`src/rtl/cpu_pkg.sv`:
```
// Shared types for the fetch front end: redirect sources, next-PC FSM states
// and the debug view of the pending-redirect FSM.
package cpu_pkg;

   typedef enum logic [1:0] {NONE, TRAP, MRET, BRANCH} redir_src_e;

   typedef enum logic {IDLE, HOLD} pcfsm_e;

   typedef struct packed {
      pcfsm_e     state;
      redir_src_e src;
   } pc_dbg_t;

endpackage

```
`src/rtl/pc_redirect_hold.sv`:
```
// Pending-redirect FSM: captures a redirect that arrives while fetch is stalled
// and supplies its target for replay once fetch frees.
module pc_redirect_hold
   import cpu_pkg::*;
#(
   parameter int XLEN = 32
) (
   input  logic             clk,
   input  logic             rst,
   input  logic             fetch_wait,
   input  redir_src_e       redir_src,
   input  logic [XLEN-1:0]  redir_tgt,
   output pcfsm_e           state,
   output redir_src_e       held_src,
   output logic [XLEN-1:0]  replay_tgt
);

   pcfsm_e            state_nxt;
   redir_src_e        held_src_nxt;
   logic [XLEN-1:0]   held_tgt;
   logic [XLEN-1:0]   held_tgt_nxt;

   always_ff @(posedge clk) begin
      if (rst) begin
         state    <= IDLE;
         held_tgt <= '0;
         held_src <= NONE;
      end else begin
         state    <= state_nxt;
         held_tgt <= held_tgt_nxt;
         held_src <= held_src_nxt;
      end
   end

   // The top arbitrates with trap first, so redir_src == TRAP carries trap_vec.
   always_comb begin
      state_nxt    = state;
      held_tgt_nxt = held_tgt;
      held_src_nxt = held_src;
      case (state)
         IDLE: begin
            if (redir_src != NONE && fetch_wait) begin
               state_nxt    = HOLD;
               held_tgt_nxt = redir_tgt;
               held_src_nxt = redir_src;
            end
         end
         HOLD: begin
            if (redir_src == TRAP) begin
               held_tgt_nxt = redir_tgt;
               held_src_nxt = TRAP;
            end
            if (!fetch_wait) begin
               state_nxt    = IDLE;
               held_src_nxt = NONE;
            end
         end
         default: state_nxt = IDLE;
      endcase
   end

   always_comb begin
      replay_tgt = held_tgt;
      if (state == HOLD && redir_src == TRAP) replay_tgt = redir_tgt;
   end

endmodule

```
`src/rtl/next_pc_unit.sv`:
```
// Next-PC generator: target arithmetic, redirect arbitration and the fetch PC
// register, with stalled redirects parked in pc_redirect_hold.
module next_pc_unit
   import cpu_pkg::*;
#(
   parameter int              XLEN       = 32,
   parameter logic [XLEN-1:0] RESET_PC   = '0,
   parameter int              INST_BYTES = 4
) (
   input  logic             clk,
   input  logic             rst,
   input  logic             fetch_wait,
   input  logic             mem_wait,
   input  logic             wfi,
   input  logic             trap_take,
   input  logic [XLEN-1:0]  trap_vec,
   input  logic             mret,
   input  logic [XLEN-1:0]  mepc,
   input  logic             br_flush,
   input  logic             jalr,
   input  logic [XLEN-1:0]  ex_pc,
   input  logic [XLEN-1:0]  imm,
   input  logic [XLEN-1:0]  rs1_data,
   output logic [XLEN-1:0]  pc,
   output logic [XLEN-1:0]  next_pc,
   output logic [XLEN-1:0]  br_target,
   output logic [XLEN-1:0]  pc_plus,
   output logic             redirect_pending,
   output logic             target_misaligned,
   output pc_dbg_t          dbg
);

   logic [XLEN-1:0] tgt_sum;
   redir_src_e      win_src;
   logic [XLEN-1:0] win_tgt;
   pcfsm_e          fsm_state;
   redir_src_e      held_src;
   logic [XLEN-1:0] replay_tgt;

   assign tgt_sum   = (jalr ? rs1_data : ex_pc) + imm;
   assign br_target = {tgt_sum[XLEN-1:1], tgt_sum[0] & ~jalr};
   assign pc_plus   = pc + XLEN'(INST_BYTES);

   // With 16-bit instructions every even address is a legal target.
   assign target_misaligned = (INST_BYTES == 4) ? br_target[1] : 1'b0;

   always_comb begin
      win_src = NONE;
      win_tgt = br_target;
      if (trap_take) begin
         win_src = TRAP;
         win_tgt = trap_vec;
      end else if (mret) begin
         win_src = MRET;
         win_tgt = mepc;
      end else if (br_flush) begin
         win_src = BRANCH;
         win_tgt = br_target;
      end
   end

   pc_redirect_hold #(.XLEN(XLEN)) u_hold (
      .clk        (clk),
      .rst        (rst),
      .fetch_wait (fetch_wait),
      .redir_src  (win_src),
      .redir_tgt  (win_tgt),
      .state      (fsm_state),
      .held_src   (held_src),
      .replay_tgt (replay_tgt)
   );

   always_comb begin
      next_pc = pc_plus;
      if (fsm_state == HOLD)      next_pc = fetch_wait ? pc : replay_tgt;
      else if (win_src != NONE)   next_pc = win_tgt;
      else if (fetch_wait || mem_wait || wfi) next_pc = pc;
   end

   always_ff @(posedge clk) begin
      if (rst) pc <= RESET_PC;
      else     pc <= next_pc;
   end

   assign redirect_pending = (fsm_state == HOLD);
   assign dbg.state        = fsm_state;
   assign dbg.src          = held_src;

endmodule

```
`config.mk`:
```
export PLATFORM = sky130hd
export DESIGN_NAME = next_pc_unit
export DESIGN_NICKNAME = d
export VERILOG_FILES = /design/src/rtl/cpu_pkg.sv /design/src/rtl/pc_redirect_hold.sv /design/src/rtl/next_pc_unit.sv
export SDC_FILE = /design/constraint.sdc
export NUM_CORES = 1
export LEC_CHECK = 0
export ABC_AREA = 1
export CORE_MARGIN = 5
export CORE_UTILIZATION = 40
export CTS_CLUSTER_SIZE = 16
export DETAILED_ROUTE_END_ITERATION = 16
export PLACE_DENSITY_LB_ADDON = 0.3
export REMOVE_ABC_BUFFERS = 1
export SLEW_MARGIN = 25
export SYNTH_ARGS = -nofsm -noshare
export SYNTH_HDL_FRONTEND = slang
export SYNTH_SLANG_ARGS = --single-unit
```
`constraint.sdc`:
```
create_clock -name clk -period 5.4 [get_ports clk]
set_input_delay 0.81 -clock clk [delete_from_list [all_inputs] [get_ports clk]]
set_output_delay 0.81 -clock clk [all_outputs]
set_load 0.005 [all_outputs]
```
==> run summary, run 1 <==
=========================================================================
Outcome                                                      finished, final reports clean
Initial antenna violation count                                         2
Clk Tree Root Cell                                           sky130_fd_sc_hd__clkbuf_16
Fmax                                                              196 MHz
First-pass DRT Iterations                                               5
Worst-case clock skew                                          0.00725 ns
Largest net degree at the start of global routing                      39
Initial Utilization                                                 40.3%
TritonCTS buffer count                                                  9
Placeable core area                                            19300 um^2
Max-Slew Margin vs Limit                                            28.7%
Synth Warn #                                                            0
Post-Syn Area per Cell                                          5.32 um^2
Actual slew at the worst max-slew pin                             1.07 ns
Number of distinct library cells after synthesis                       41
Estimated wirelength of the detail-placed design                 25800 um
Worst Path Class, Setup                                      input port to output port
Storage element area                                            1340 um^2
Global-route wire length before repair                           50600 um
Wire per inst                                                     16.4 um
Power density of the placed cells                             211 nW/um^2
Number of design rule violations left after detail routing              0
Die Area                                                       22400 um^2
Max rail drop VDD                                              0.000184 V
Total negative slack for setup checks                                0 ns
Vias after detailed routing                                         10206
Area of the multi-input gates                                   5410 um^2
Filler instances                                                     2008
Ratio of final minimum period to clock period                       94.4%
Horiz. Die Dim                                                     150 um
Number of register bits inferred by synthesis                          67
Maximum level of the CTS H-tree                                         3
CTS tree                                                             done
Critical Path Fanout Max                                               33
Total length of routed wires                                     32800 um
Share of the yosys chip area belonging to registers                 17.2%
Number of buffers on the longest clock path                             2
Final-report max-slew violation count                                   0
Final Setup Violations                                                  0
Area growth, synth to finish                                        45.0%
Total clock sinks                                                      67
Post-Synthesis Cells                                                 1466
Clk pin slew, worst setup/hold paths                              0.06 ns
Total power consumption of the routed design                      2.39 mW
Placement row count                                                    51
Arrival time at the worst endpoint                                4.29 ns
Final number of hold-violating endpoints                                0
Routability cong.                                                   0.946
Fraction of layout cells with a size suffix above 1                 2.65%
Launching element type of the critical path                    input port
Total setup buffers inserted after CTS                                  0
Post-route ant nets                                                     0
Overall track demand over capacity in global routing                28.4%
Minimum period implied by the final worst setup slack             5.10 ns
Critical path endpoint category                               output port
Max Cap Violations                                                      0
RSZ-0062 raised after global routing                                   no
Data required, critical path                                      4.59 ns
Die H                                                              150 um
Number of nets in the final layout                                   1933
Remaining global-route overflow                                         0
Post-synth design cell area                                     7800 um^2
Clock Latency Late Sink                                           0.34 ns
Post-detailed-route via-to-cell ratio                                5.10
# port buffers                                                        301
Final-layout worst hold slack                                    0.480 ns
Iteration-0 DRC count of the detailed router                          792
Core Util, Final                                                    58.5%
Path type of the worst min-delay path                        flip-flop to flip-flop
Standby leakage power                                             5.63 nW
Vias in the first global route                                       9745
I/O pin count                                                         302
=========================================================================
-- cells in the final DEF, fill, tap and decap left out, types with 2 or more instances in the layout --
cell                                n
sky130_fd_sc_hd__diode_2            2
sky130_fd_sc_hd__clkinv_1           2
sky130_fd_sc_hd__o21bai_1          26
sky130_fd_sc_hd__o211ai_1          10
sky130_fd_sc_hd__nand4_1            7
sky130_fd_sc_hd__buf_12             2
sky130_fd_sc_hd__clkdlybuf4s50_1  300
sky130_fd_sc_hd__xor2_1            23
sky130_fd_sc_hd__buf_4             12
sky130_fd_sc_hd__inv_1            205
sky130_fd_sc_hd__o32ai_1            4
sky130_fd_sc_hd__clkbuf_16          9
sky130_fd_sc_hd__nor4_1             3
sky130_fd_sc_hd__nand2_1          557
sky130_fd_sc_hd__o21ai_1            2
sky130_fd_sc_hd__nor2_1           124
sky130_fd_sc_hd__o21ai_0           69
sky130_fd_sc_hd__nor2_4             3
sky130_fd_sc_hd__nor3_1            11
sky130_fd_sc_hd__nand3_2            2
sky130_fd_sc_hd__clkinv_2           2
sky130_fd_sc_hd__o221ai_1           2
sky130_fd_sc_hd__inv_2              3
sky130_fd_sc_hd__clkinvlp_4         2
sky130_fd_sc_hd__nand3_1           65
sky130_fd_sc_hd__a21oi_1          155
sky130_fd_sc_hd__clkbuf_8           2
sky130_fd_sc_hd__a31oi_1            2
sky130_fd_sc_hd__xnor2_1           16
sky130_fd_sc_hd__dfxtp_1           67
sky130_fd_sc_hd__ha_1              32
-- cell usage after synthesis, drive strengths merged --
master | instances | area, um^2
nand2 | 558 | 2100
fa | 1 | 20.0
buf | 18 | 95.1
o221ai | 2 | 17.5
o21bai | 26 | 195
dfxtp | 67 | 1340
clkinv | 2 | 7.51
o31ai | 1 | 7.51
inv | 208 | 781
xnor2 | 16 | 140
nand4 | 7 | 43.8
nor3b | 1 | 7.51
and2 | 1 | 6.26
clkbuf | 44 | 165
o2111ai | 1 | 8.76
a211oi | 1 | 7.51
nor4 | 3 | 18.8
o32ai | 4 | 35.0
xor2 | 24 | 218
a31oi | 2 | 12.5
a21o | 1 | 7.51
ha | 32 | 400
nor3 | 13 | 81.3
o211ai | 10 | 75.1
o21ai | 71 | 355
a21oi | 156 | 785
nand3 | 68 | 363
nor2 | 128 | 505
-- cells by family (layout without fill, tap and decap cells) --
kind of cell               after synthesis  in the layout  synth area share (%)
DFF                                     67             67                  17.2
buffers and inverters                  272            542                  13.4
and+or+nand+nor                        779            779                  40.1
AOI/OAI and AO/OA                      275            275                  19.3
other                                    0              2                     0
adders and majority gates               33             33                  5.39
xor gates and xnor gates                40             40                  4.59
-- registers in the layout, indices dropped and copies added (netlist names) --
| register | count |
|---|---|
| u_hold.state | 1 |
| u_hold.held_src | 2 |
| u_hold.held_tgt | 32 |
| pc | 32 |
-- timing repair --
| action | in CTS | in global routing |
|---|---|---|
| gates resized for setup | 0 | 3 |
| endpoints found under the setup margin | 0 | 3 |
| hold buffers | 0 | 0 |
-- metrics by stage --
| step | instances | setup slack [ns] | area [um^2] |
|---|---|---|---|
| 6_report | 2003 | 0.300 | 11300 |
| 3_5_place_dp | 1985 | 0.257 | 11000 |
| 2_1_floorplan | 1404 | 1.61 | 7540 |
| 4_1_cts | 2001 | 0.235 | 11300 |
| 3_3_place_gp | 1985 | 0.260 | 11000 |
| 5_1_grt | 2003 | 0.0175 | 11300 |
-- where the power goes --
group          internal (mW)  switching (mW)  leakage (nW)
Sequential             0.547          0.0562         0.556
Combinational          0.582           0.628          4.94
Clock                  0.335           0.239         0.135
Total                   1.46           0.923          5.63
-- routing by layer --
| layer | up-vias | GRT usage (%) | wire [um] |
|---|---|---|---|
| met5 | - | 0 | 0 |
| met4 | 0 | 9.52 | 1040 |
| met3 | 62 | 6.06 | 3060 |
| met2 | 481 | 46.4 | 14700 |
| met1 | 4532 | 37.2 | 14100 |
| li1 | 5131 | - | - |
-- path summary, 6_finish.rpt --
| path | slack, ns | to | cells after the start | startpoint |
|---|---|---|---|---|
| setup / recovery | 0.30 | next_pc[12] | 17 | jalr |
| hold / removal | 0.48 | u_hold.held_tgt[0] | 2 | u_hold.held_tgt[0] |
| setup reg to reg | 2.62 | pc[9] | 8 | u_hold.state |
| hold reg to reg | 0.48 | u_hold.held_tgt[0] | 2 | u_hold.held_tgt[0] |
-- worst max-delay path, stage by stage --
cell                              delay (ns)
sky130_fd_sc_hd__clkdlybuf4s50_1        0.43
sky130_fd_sc_hd__buf_4                  0.25
sky130_fd_sc_hd__nand2_1                0.09
sky130_fd_sc_hd__nand2_1                0.06
sky130_fd_sc_hd__ha_1                   0.23
sky130_fd_sc_hd__fa_1                   0.48
sky130_fd_sc_hd__nand3_1                0.12
sky130_fd_sc_hd__nand3_1                0.14
sky130_fd_sc_hd__nand3_1                0.11
sky130_fd_sc_hd__nand3_1                0.20
sky130_fd_sc_hd__xnor2_1                0.26
sky130_fd_sc_hd__inv_1                  0.09
sky130_fd_sc_hd__nor2_1                 0.14
sky130_fd_sc_hd__o21ai_0                0.13
sky130_fd_sc_hd__o21ai_1                0.18
sky130_fd_sc_hd__nand2_1                0.10
sky130_fd_sc_hd__clkdlybuf4s50_1        0.47
-- area by class of cell --
class / instances / share of cell area, %
antenna: 2 / 0.0443
multi-input combinational: 1127 / 47.8
clock inverter: 4 / 0.221
clock buffer: 12 / 2.27
tap: 265 / 2.93
inverter: 210 / 6.97
timing repair buffer: 316 / 27.9
sequential: 67 / 11.9
No activity file was read; power rests on OpenSTA's default activity.
==> run 2: changes to the inputs <==
- ABC_AREA: 1 -> unset
- SYNTH_HIERARCHICAL: unset -> 1
- clock period: 5.4 -> 4.3 ns (I/O delays scaled with it)
==> run summary, run 2 <==
==============================================================================
Initial Utilization                                                      40.3%   about the same
Total power consumption of the routed design                           4.02 mW   +68%
Post-route ant nets                                                          0   unchanged
Placement row count                                                         53   +3.9%
Post-synth design cell area                                          8400 um^2   +7.7%
Filler instances                                                          1502   -25%
Vias in the first global route                                           11659   +20%
Setup slack after layout                                             -0.748 ns   -1.05 ns
Commonest cells after routing, fill and taps aside                sky130_fd_sc_hd__buf_4, sky130_fd_sc_hd__clkdlybuf4s50_1, sky130_fd_sc_hd__nand2_1
Clk Tree Root Cell                                                sky130_fd_sc_hd__clkbuf_16
Proportion of power drawn by the clock network                           18.0%   -6.0 points
Most area-consuming cells after synthesis                         sky130_fd_sc_hd__dfxtp_1, sky130_fd_sc_hd__mux2_2, sky130_fd_sc_hd__mux2i_1
Wire per inst                                                          20.8 um   +27%
Path type of the worst min-delay path                             flip-flop to flip-flop
Cell taking the most area after synthesis                         sky130_fd_sc_hd__dfxtp_1
Total length of routed wires                                          40800 um   +24%
# port buffers                                                             301   unchanged
RSZ-0062 raised after global routing                                       yes
Initial antenna violation count                                              3   +1
Comb power frac                                                          63.1%   +12 points
Vias after detailed routing                                              11209   +9.8%
Share of Yosys cell area claimed by the top area cell type               16.0%   -11 points
Share of power burned in registers                                       18.9%   -6.4 points
Post-Syn Area per Cell                                               7.65 um^2   +44%
Commonest register cell after synthesis                           sky130_fd_sc_hd__dfxtp_1
Max Cap Violations                                                           0   unchanged
Actual slew at the worst max-slew pin                                 0.874 ns   -0.195 ns
Global-route wire length before repair                                60700 um   +20%
Total clock sinks                                                           67   unchanged
Number of register bits inferred by synthesis                               67   unchanged
Number of design rule violations left after detail routing                   0   unchanged
Data required, critical path                                           3.65 ns   -0.94 ns
Ratio of final minimum period to clock period                             117%
Routability cong.                                                        0.944   -0.22%
Number of buffers on the longest clock path                                  2   unchanged
Placeable core area                                                 20800 um^2   +7.7%
Horiz. Die Dim                                                          155 um   +3.5%
Final Setup Violations                                                      29   +29
Final-layout worst hold slack                                         0.472 ns   -0.00831 ns
Final number of hold-violating endpoints                                     0   unchanged
Synth Warn #                                                                 6   +6
Estimated wirelength of the detail-placed design                      28000 um   +8.7%
Fraction of layout cells with a size suffix above 1                      38.2%   +36 points
Leading cell types by count after synthesis                       sky130_fd_sc_hd__nand2_1, sky130_fd_sc_hd__mux2_2, sky130_fd_sc_hd__a21oi_1
CTS tree                                                                  done
Number of enable-type register cells in the synthesized netlist              0   unchanged
Overall track demand over capacity in global routing                     31.5%   +3.1 points
Core Util, Final                                                         74.8%   +16 points
Final-report max-slew violation count                                        0   unchanged
Remaining global-route overflow                                              0   unchanged
Maximum level of the CTS H-tree                                              3   unchanged
Total negative slack for setup checks                                -12.81 ns   -12.81 ns
Clock Latency Late Sink                                                0.34 ns   about the same
Launching element type of the critical path                         input port
TritonCTS buffer count                                                       9   unchanged
Power density of the placed cells                                  258 nW/um^2   +22%
Number of nets in the final layout                                        1879   -2.8%
Iteration-0 DRC count of the detailed router                               926   +17%
Clk pin slew, worst setup/hold paths                                   0.05 ns   about the same
Cell internal power dissipation                                        2.54 mW   +73%
Die Area                                                            24000 um^2   +7.1%
First-pass DRT Iterations                                                    5   unchanged
Count leader, synth                                               sky130_fd_sc_hd__nand2_1
Max-Slew Margin vs Limit                                                 41.7%   +13 points
Worst-case clock skew                                                0.0107 ns   +0.00341 ns
Post-Synthesis Cells                                                      1097   -25%
Largest registers                                                 pc x32, u_hold/held_tgt x32, u_hold/held_src x2
Outcome                                                           finished with violations
Die H                                                                   155 um   +3.5%
Post-detailed-route via-to-cell ratio                                     5.72   +12%
Largest net degree at the start of global routing                           73   +87%
Critical path endpoint category                                    output port
Switching share of power                                                 36.9%   -1.8 points
Failing checks                                                    setup timing
Arrival time at the worst endpoint                                     4.40 ns   +0.11 ns
Max rail drop VDD                                                   0.000206 V   +12%
Worst slack, placed                                                   -1.75 ns   -2.00 ns
Number of distinct library cells after synthesis                            81   +98%
Net switching power                                                    1.48 mW   +61%
Standby leakage power                                                  6.76 nW   +20%
Leading cell type in the layout, fill and taps excluded           sky130_fd_sc_hd__buf_4
Minimum period implied by the final worst setup slack                  5.05 ns
I/O pin count                                                              302   unchanged
Critical Path Fanout Max                                                     5   -85%
Share of the yosys chip area belonging to registers                      16.0%   -1.2 points
Area growth, synth to finish                                             85.5%
Worst Path Class, Setup                                           input port to output port
Fmax                                                                   198 MHz
Async set-reset flop share out of synthesis                                 0%   unchanged
==============================================================================
==> run 2: cell count changes after synthesis, sizes merged, moves of 22 or more <==
| cell | change |
|---|---|
| mux2i | +66 |
| xnor2 | +31 |
| o21ai | -23 |
| nand2 | -453 |
| mux2 | +83 |
| nor2 | -53 |
| inv | -186 |
| a211oi | +24 |
| nand2b | +74 |
| a21oi | -74 |
| nand3 | -39 |
| o21bai | -22 |
==> run 2: timing repair <==
item | 4_1_cts | 5_1_grt
hold buffers | 0 | 0
setup buffers | 107 | 30
pin swaps | 103 | 64
resized for setup | 358 | 86
cloned | 2 | 0
setup endpoints to repair | 76 | 49
==> run 2: path summary, 6_finish.rpt <==
path,from,slack (ns),depth (start not counted),to
min reg2reg,u_hold/held_tgt[21],0.47,2,u_hold/held_tgt[21]
max,jalr,-0.75,22,next_pc[26]
min,u_hold/held_tgt[21],0.47,2,u_hold/held_tgt[21]
max reg2reg,pc[15],0.82,17,pc[26]
==> run 2: per-layer routing <==
layer	up-vias	global-route usage, %	part of all wire, %
li1	5111	-	-
met1	5343	36.3	38
met2	615	54.3	48
met3	140	7.54	8.8
met4	0	16.1	5.5
met5	-	0	0
==> run 2: power groups by stage <==
| stage | clock network [mW] | logic (mW) | registers, mW |
|---|---|---|---|
| final | 0.724 | 2.54 | 0.758 |
| after global placement | 0 | 2.00 | 0.764 |
| after floorplan | 0 | 0.796 | 0.767 |
| after global routing | 0.746 | 2.69 | 0.765 |
| after CTS | 0.722 | 2.36 | 0.754 |
| after detailed placement | 0 | 2.02 | 0.766 |
==> run 2: cell families (layout without fill, tap and decap cells) <==
family / after synthesis / count (layout) / share of synthesized area, %
compound gates: 276 / 276 / 22.1
xor+xnor: 84 / 84 / 8.76
fa+ha+maj: 33 / 33 / 5.01
buf+inv: 105 / 690 / 6.05
flops: 67 / 67 / 16.0
mux: 149 / 149 / 19.0
other cells: 0 / 3 / 0
simple gates: 383 / 383 / 23.1
==> run 2: layout make-up <==
| cell class | instances | area (um^2) | share of cell area, % |
|---|---|---|---|
| Sequential cell | 67 | 1340 | 8.62 |
| Antenna cell | 3 | 7.51 | 0.0482 |
| Clock buffer | 12 | 256 | 1.65 |
| Timing Repair Buffer | 651 | 5720 | 36.7 |
| Multi-Input combinational cell | 925 | 7790 | 50.0 |
| Tap cell | 275 | 344 | 2.21 |
| Clock inverter | 4 | 25.0 | 0.161 |
| Inverter | 23 | 86.3 | 0.554 |
==> run 2: metrics by stage <==
stage / area, um^2 / instances
after floorplan: 7970 / 1015
after global placement: 13100 / 1824
after detailed placement: 13100 / 1824
after CTS: 15100 / 1941
after global routing: 15600 / 1960
final: 15600 / 1960
==> run 2: critical path, stage by stage <==
cell                       delay (ns)
sky130_fd_sc_hd__buf_12          0.12
sky130_fd_sc_hd__buf_16          0.13
sky130_fd_sc_hd__mux2_4          0.31
sky130_fd_sc_hd__ha_4            0.28
sky130_fd_sc_hd__buf_6           0.08
sky130_fd_sc_hd__a21o_1          0.17
sky130_fd_sc_hd__buf_6           0.13
sky130_fd_sc_hd__a221oi_4        0.05
sky130_fd_sc_hd__or4_4           0.53
sky130_fd_sc_hd__a211oi_4        0.31
sky130_fd_sc_hd__nor2_2          0.10
sky130_fd_sc_hd__buf_4           0.15
sky130_fd_sc_hd__a211oi_2        0.17
sky130_fd_sc_hd__buf_4           0.17
sky130_fd_sc_hd__nand2_2         0.05
sky130_fd_sc_hd__a21oi_2         0.15
sky130_fd_sc_hd__mux2_4          0.17
sky130_fd_sc_hd__nor2_1          0.04
sky130_fd_sc_hd__a22oi_1         0.20
sky130_fd_sc_hd__o21ai_1         0.13
sky130_fd_sc_hd__a21oi_1         0.16
sky130_fd_sc_hd__buf_2           0.14
